### config.mk
export PLATFORM = sky130hd
export DESIGN_NAME = dotacc_tile_seq
export DESIGN_NICKNAME = d
export VERILOG_FILES = /design/src/rtl/dotacc_tile_seq.sv
export SDC_FILE = /design/constraint.sdc
export NUM_CORES = 1
export LEC_CHECK = 0
export CAP_MARGIN = 30
export CORE_MARGIN = 2
export CORE_UTILIZATION = 53
export CTS_BUF_LIST = sky130_fd_sc_hd__clkbuf_4
export DETAILED_ROUTE_END_ITERATION = 10
export PLACE_DENSITY = 0.91
export SLEW_MARGIN = 25
export SYNTH_ARGS = -nofsm -noshare
export SYNTH_HDL_FRONTEND = slang
export SYNTH_SLANG_ARGS = --single-unit
### constraint.sdc
create_clock -name i_clk -period 3.2 [get_ports i_clk]
set_clock_uncertainty 0.05 [all_clocks]
set_input_delay 0.48 -clock i_clk [delete_from_list [all_inputs] [get_ports i_clk]]
set_output_delay 0.48 -clock i_clk [all_outputs]
set_load 0.05 [all_outputs]
### src/rtl/dotacc_tile_seq.sv
// dotacc_tile_seq: tile sequencer for the DOTACC address generator.
// Takes one layer command, then issues one AGU start per tile with per-tile
// start addresses and first/last-tiling flags, waiting for AGU completion
// (guarded by a watchdog) and an optional idle gap before re-arming.
module dotacc_tile_seq #(
  parameter int unsigned GAP_CYCLES = 2,
  parameter int unsigned TIMEOUT    = 4096,
  parameter int unsigned TO_W       = 16
) (
  input  logic        i_clk,
  input  logic        i_rst_n,
  input  logic        i_cmd_valid,
  output logic        o_cmd_ready,
  input  logic [15:0] i_base_addr,
  input  logic [15:0] i_base_addr2,
  input  logic [15:0] i_tile_stride,
  input  logic [7:0]  i_tile_num,
  input  logic [7:0]  i_in_piece,
  input  logic [7:0]  i_out_piece,
  input  logic        i_square_mode,
  input  logic        i_src_from2buffer,
  input  logic        i_pe_ready,
  input  logic        i_agu_done,
  input  logic        i_abort,
  output logic        o_AGUStart,
  output logic [15:0] o_StartAdder,
  output logic [15:0] o_StartAdder2,
  output logic [7:0]  o_Input_PieceNum,
  output logic [7:0]  o_Out_PieceNum,
  output logic        o_square_mode,
  output logic        o_src_from2buffer,
  output logic        o_bFirstTiling,
  output logic        o_bLastTiling,
  output logic        o_busy,
  output logic        o_done,
  output logic        o_err
);

  localparam int unsigned     GAP_W    = (GAP_CYCLES > 1) ? $clog2(GAP_CYCLES) : 1;
  localparam logic [GAP_W-1:0] GAP_LAST = (GAP_CYCLES > 0) ? GAP_W'(GAP_CYCLES - 1) : '0;
  localparam logic [TO_W-1:0]  WD_LAST  = (TIMEOUT > 0) ? TO_W'(TIMEOUT - 1) : '0;
  localparam bit               WD_ON    = (TIMEOUT > 0);
  localparam bit               HAS_GAP  = (GAP_CYCLES > 0);

  typedef enum logic [2:0] {
    S_IDLE,
    S_ARM,
    S_RUN,
    S_GAP,
    S_DONE
  } state_t;

  state_t state, stateNext;

  logic [7:0]       tileIdx;
  logic [7:0]       tileNum;
  logic [15:0]      stride;
  logic [TO_W-1:0]  wdog;
  logic [GAP_W-1:0] gapCnt;
  logic             startQ;
  logic             errQ;

  logic zeroCmd;
  logic isLast;
  logic loadCmd;
  logic startNext;
  logic errNext;
  logic advance;
  logic clearIdx;
  logic wdogClr;
  logic wdogInc;
  logic gapClr;
  logic gapInc;

  assign zeroCmd = (i_tile_num == '0) | (i_in_piece == '0) | (i_out_piece == '0);
  assign isLast  = (tileIdx == (tileNum - 8'd1));

  // Next-state and control strobes; abort overrides everything at the end.
  always_comb begin
    stateNext = state;
    loadCmd   = 1'b0;
    startNext = 1'b0;
    errNext   = 1'b0;
    advance   = 1'b0;
    clearIdx  = 1'b0;
    wdogClr   = 1'b0;
    wdogInc   = 1'b0;
    gapClr    = 1'b0;
    gapInc    = 1'b0;
    case (state)
      S_IDLE: begin
        if (i_cmd_valid) begin
          loadCmd = 1'b1;
          if (zeroCmd) begin
            errNext = 1'b1;
          end else begin
            stateNext = S_ARM;
          end
        end
      end
      S_ARM: begin
        if (i_pe_ready) begin
          startNext = 1'b1;
          wdogClr   = 1'b1;
          stateNext = S_RUN;
        end
      end
      S_RUN: begin
        if (i_agu_done) begin
          if (isLast) begin
            stateNext = S_DONE;
          end else begin
            advance   = 1'b1;
            gapClr    = 1'b1;
            stateNext = HAS_GAP ? S_GAP : S_ARM;
          end
        end else if (WD_ON && (wdog == WD_LAST)) begin
          errNext   = 1'b1;
          stateNext = S_IDLE;
        end else if (WD_ON) begin
          wdogInc = 1'b1;
        end
      end
      S_GAP: begin
        if (gapCnt == GAP_LAST) begin
          stateNext = S_ARM;
        end else begin
          gapInc = 1'b1;
        end
      end
      S_DONE: begin
        stateNext = S_IDLE;
      end
      default: begin
        stateNext = S_IDLE;
      end
    endcase
    if (i_abort) begin
      stateNext = S_IDLE;
      loadCmd   = 1'b0;
      startNext = 1'b0;
      errNext   = 1'b0;
      advance   = 1'b0;
      clearIdx  = 1'b1;
    end
  end

  // State register.
  always_ff @(posedge i_clk or negedge i_rst_n) begin
    if (!i_rst_n) begin
      state <= S_IDLE;
    end else begin
      state <= stateNext;
    end
  end

  // Registered single-cycle start and error pulses.
  always_ff @(posedge i_clk or negedge i_rst_n) begin
    if (!i_rst_n) begin
      startQ <= 1'b0;
      errQ   <= 1'b0;
    end else begin
      startQ <= startNext;
      errQ   <= errNext;
    end
  end

  // Per-tile watchdog, cleared when the AGU is started.
  always_ff @(posedge i_clk or negedge i_rst_n) begin
    if (!i_rst_n) begin
      wdog <= '0;
    end else if (wdogClr) begin
      wdog <= '0;
    end else if (wdogInc) begin
      wdog <= wdog + 1'b1;
    end
  end

  // Idle-gap counter between AGU completion and re-arm.
  always_ff @(posedge i_clk or negedge i_rst_n) begin
    if (!i_rst_n) begin
      gapCnt <= '0;
    end else if (gapClr) begin
      gapCnt <= '0;
    end else if (gapInc) begin
      gapCnt <= gapCnt + 1'b1;
    end
  end

  // Command latch and tile index / address stepping (16-bit wraparound).
  always_ff @(posedge i_clk or negedge i_rst_n) begin
    if (!i_rst_n) begin
      tileIdx           <= '0;
      tileNum           <= '0;
      stride            <= '0;
      o_StartAdder      <= '0;
      o_StartAdder2     <= '0;
      o_Input_PieceNum  <= '0;
      o_Out_PieceNum    <= '0;
      o_square_mode     <= 1'b0;
      o_src_from2buffer <= 1'b0;
    end else if (loadCmd) begin
      tileIdx           <= '0;
      tileNum           <= i_tile_num;
      stride            <= i_tile_stride;
      o_StartAdder      <= i_base_addr;
      o_StartAdder2     <= i_base_addr2;
      o_Input_PieceNum  <= i_in_piece;
      o_Out_PieceNum    <= i_out_piece;
      o_square_mode     <= i_square_mode;
      o_src_from2buffer <= i_src_from2buffer;
    end else if (clearIdx) begin
      tileIdx <= '0;
    end else if (advance) begin
      tileIdx       <= tileIdx + 8'd1;
      o_StartAdder  <= o_StartAdder + stride;
      o_StartAdder2 <= o_StartAdder2 + stride;
    end
  end

  // Abort masks a start pulse already on the wire in the same cycle.
  assign o_AGUStart     = startQ & ~i_abort;
  assign o_err          = errQ;
  assign o_done         = (state == S_DONE);
  assign o_cmd_ready    = (state == S_IDLE);
  assign o_busy         = (state != S_IDLE);
  assign o_bFirstTiling = (state != S_IDLE) && (tileIdx == '0);
  assign o_bLastTiling  = (state != S_IDLE) && isLast;

endmodule

# == Yosys cells after proc, flatten, opt, wreduce, memory -nomap -nowiden ==
# Cells that the tools add are included.
# classes
n_addsub,6
n_eq_ne,12
mux,44
n_bitwise,4
reduce_logical,14
# ops
op,n
two-way mux 16 bit,8
adder 16 bit,2
logical NOT 8 bit,4
two-way mux 3 bit,8
two-way mux 8 bit,3
two-way mux 1 bit,23
adder 16 x 1 -> 16 bit (second input constant),1
== test 16 x 12 -> 1 bit (second input constant),1
one-hot mux 3 bit (4 select lines),1
!= test 3 bit (second input constant),3
adder 8 x 1 -> 8 bit (second input constant),1
== test 8 bit,1
subtractor 8 x 1 -> 8 bit (second input constant),1
== test 3 x 2 -> 1 bit (second input constant),2
nonzero test 2 bit,3
nonzero test 3 bit,2
AND reduction 5 bit,1
!= test 4 bit (second input constant),1
== test 3 x 1 -> 1 bit (second input constant),1
== test 3 bit (second input constant),1
logical NOT 3 bit,1
!= test 3 x 2 -> 1 bit (second input constant),1
logical AND 1 bit,2
!= test 2 bit (second input constant),1
6 further kinds,7
# word_totals
regBits,104
in_bits,80
output_inout_bits,57
wordCells,94

# == Logic depth before layout (Yosys ltp) ==
# logic_depth
word_depth,9
mapped_depth,11
mapped_depth_nobuf,11

# == Least setup slack after synthesis ==
# Ideal clock, no wire load.
# synth_path
kind,register -> output
start,register state[1]
end,output port o_bFirstTiling
arrival_time_ns,2.645
t_required_ns,2.670
path_slack_ns,0.025
path_stages_with_launch,5
path_cell_list,dfrtp_1 > clkbuf_1 > or3_1 > nand2_1 > nor4_1
# synth_via
elab_chain_cells,2
# synth_lines
item,line,text
from (decl),53,"state_t state, stateNext;"
from (signal assigned),153,state <= stateNext;
nonzero test 3 bit,--,
via o_busy,34,"output logic o_busy,"
logical AND 1 bit,227,assign o_bFirstTiling = (state != S_IDLE) && (tileIdx == '0);
to (decl),32,"output logic o_bFirstTiling,"
# The timed path passes the listed nets, and every way through them passes these cells.

# == Final worst setup path ==
# layout_path
start,register tileNum[0]
end,output port o_bLastTiling
# layout_via
elab_chain_cells,3
# layout_lines
item,line,text
from (decl),56,logic [7:0] tileNum;
from (signal assigned),204,tileNum <= i_tile_num;
subtractor 8 x 1 -> 8 bit,76,assign isLast = (tileIdx == (tileNum - 8'd1));
== test 8 bit,76,
logical AND 1 bit,228,assign o_bLastTiling = (state != S_IDLE) && isLast;
to (decl),33,"output logic o_bLastTiling,"
# No other way between the ends.

==> run summary <==
I/O pins: 137
Post-synthesis sequential area ratio: 42.4%
Die H: 112 um
Bufs and invs on worst path: 2
Post-Syn Instances: 703
LEAKAGE: 3.53 nW
IO Port Bufs: 136
Syn_area_per_cell: 8.74 sq um
Design area: 0.00779 sq mm
RSZ-0062 raised after global routing: no
Tmin final: 3040 ps
Most area-hungry cell type in the Yosys netlist: dfrtp_1
Placed cells: 966
Nets: 950
Core area: 0.0114 sq mm
Fraction of registers with async set or reset after synthesis: 100%
Primary FF master, synth: dfrtp_1
DR DRC count: 0
Crit-path max FO: 5
Number of synthesized flops with an enable pin: 0
Total routed wirelength: 16400 um
Row count: 39
Util after Layout: 68.5%
Top cell type's share of synthesized area: 42.4%
Clk root buf: clkbuf_4
Dpl ws: 567 ps
Fmax: 329 MHz
Initial antenna violation count: 0
Max Root-Sink Buffers: 2
DRT Pass-1 Iters: 5
Slew of the pin with the lowest slew margin: 838 ps
Die width: 112 um
CP Class: register to output pin
Slowest cell on crit path: dfrtp_1
Syn_nets: 819
DP HPWL: 12100 um
Pin count of the biggest net entering global routing: 64
Total Die Area: 0.0125 sq mm
Total power: 8.71 mW
Setup TNS: 0 ps
Outcome: finished, final reports clean
Max VDD drop: 0.000834 V
First-pass GRT wire length: 27300 um
DR WL/cell: 16.7 um
Final hold vios: 0
Antenna viol nets, final: 0
Slew Limit Fails: 0
Distinct cells, synth: 65
Synth area leaders: dfrtp_1, nand2_1, ha_1
Flops & latches, synth: 104
Worst Hold Class: primary input to asynchronous set/reset pin
Syn-to-layout area delta: 26.9%
Vias per cell: 5.77
CTS tree: done
GR Overflow Total: 0
Antenna cells: 0
Fillers: 879
Hold Slack: 27.9 ps
Startpoint types: register
Total track usage: 27.0%
Worst-skew pair later-pin latency: 480 ps
DRT iter0 DRCs: 324
Slew margin rel.: 44.2%
Warnings from Yosys: 0
Number of global-route vias before repair: 5619
Cell Area, Synth: 0.00614 sq mm
Critical Path RT: 2670 ps
Initial core utilization: 54.0%
Final period utilization: 94.9%
Clock-pin slew on the worst setup and hold paths: 170 ps
Routability-driven placement congestion ratio: 0.914
Maxcap violations: 0
Post-CTS setup repair buffer count: 0
Setup ws final: 162 ps
Fin cells: 981
Clock sinks: 104
Critical Path Max Stage Delay: 500 ps
Hold_buf cts: 0
CP endpoint kind: output pin
CP arrival: 2510 ps
Placement Cell Area: 0.00766 sq mm
DR vias: 5656
Worst path cell trace: inv_1 > ha_1 > xor2_1 > nand3_1 > nor4_4 > nand2_1 > nor2_1 > buf_4
PD cells: 1120 mW/mm^2
Top delay family on crit path: simple AND/OR/NAND/NOR gates
H-Tree Depth: 3
# setup viols final: 0
Share of cells above drive strength 1: 4.89%
TritonCTS Buffers: 9
-- report_power, final --
group	switching [mW]	internal, mW	leakage [nW]	total (mW)
sequential	0.481	1.80	1.30	2.29
clock	0.450	0.230	0.0615	0.680
combinational	3.48	2.26	2.17	5.75
total	4.41	4.30	3.53	8.71
-- area by class of cell --
type	instances	area [sq um]	share of cell area [%]
multi-input cells	557	3360	43.2
flip-flops and latches	104	2600	33.4
repair buffers	146	1460	18.7
well taps	143	179	2.30
clock buffers	9	67.6	0.867
clock inverters	6	61.3	0.787
inverters	16	60.1	0.771
-- worst register-to-register path, stage by stage, from the launching register on --
cell	delay, ps
dfrtp_1	500
inv_1	80
ha_1	300
xor2_1	170
nand3_1	150
nor4_4	330
a211o_2	400
nand2_2	300
o22ai_1	250
a21oi_1	60
-- placed cells by master (no fill, tap or decap), types with 4 or more instances in the layout --
master           netlist  layout
a22oi_1                4       4
xor2_1                27      27
or3_1                  4       4
ha_1                  34      34
buf_4                  1      11
nor3_1                14      14
clkdlybuf4s50_1        0     132
o21ai_0               21      21
nand3_1               17      17
a21oi_1               44      44
nor2_1                75      74
clkbuf_4               0       9
mux2i_1                5       5
a21o_1                 9       9
a31oi_1                5       5
nand2b_1               5       4
o21ai_1                8       8
dfrtp_1              104     104
nor2b_1                8       8
inv_1                 16      16
nand2_1              151     151
xnor2_1               24      24
a211oi_1               9       9
and3_1                 5       5
o22ai_1               16      16
nor4_1                 9       9
o21a_1                 9       9
-- layer usage --
layer / wire length [um] / track usage, % / up-vias / share of wire, %
met5: 0 / 0 / - / 0
met4: 408 / 10.6 / 0 / 2.5
met3: 1190 / 5.61 / 32 / 7.2
met2: 7810 / 43.8 / 241 / 48
met1: 7020 / 35.9 / 2674 / 43
li1: - / - / 2709 / -
-- path summary, 6_finish.rpt --
check	startpoint	end	slack, ps	depth (start not counted)
setup / recovery	tileNum[0]	o_bLastTiling	160	8
hold / removal	i_rst_n	o_StartAdder2[2]	30	1
setup reg to reg	tileNum[0]	o_StartAdder2[8]	460	9
hold reg to reg	o_src_from2buffer	o_src_from2buffer	440	2
max in group asynchronous	i_rst_n	o_Input_PieceNum[0]	2340	2
min in group i_clk	o_src_from2buffer	o_src_from2buffer	440	2
-- synthesized netlist by cell type, types with 4 or more instances --
master      n
nand2_1   151
dfrtp_1   104
nor2_1     75
a21oi_1    44
ha_1       34
xor2_1     27
xnor2_1    24
o21ai_0    21
nand3_1    17
inv_1      16
o22ai_1    16
nor3_1     14
buf_2      12
clkbuf_1   12
a211oi_1    9
a21o_1      9
nor4_1      9
o21a_1      9
nor2b_1     8
o21ai_1     8
a31oi_1     5
and3_1      5
mux2i_1     5
nand2b_1    5
a22oi_1     4
or3_1       4
-- flip-flops by register name, summed over array words and instances (netlist names), 3 cells and up --
| name | flops |
|---|---|
| o_StartAdder | 16 |
| o_Input_PieceNum | 8 |
| o_Out_PieceNum | 8 |
| o_StartAdder2 | 16 |
| wdog | 16 |
| state | 3 |
| tileIdx | 8 |
| stride | 16 |
| tileNum | 8 |
-- cell families (layout without fill, tap and decap cells) --
logic type	Yosys count	count (layout)	share of synthesized area, %
adder cells (fa/ha/maj)	36	36	7.58
buffers and inverters	42	177	3.00
flip-flops	104	104	42.4
multiplexers	5	5	0.815
AO/OA/AOI/OAI	152	152	16.0
AND/OR/NAND/NOR	313	313	23.0
XOR/XNOR	51	51	7.27
-- what timing repair did --
action / CTS / global route
resized for setup: 0 / 1
hold endpoints to repair: 0 / 0
setup endpoints to repair: 0 / 1
Note: power is estimated with default switching activity, not from simulation.
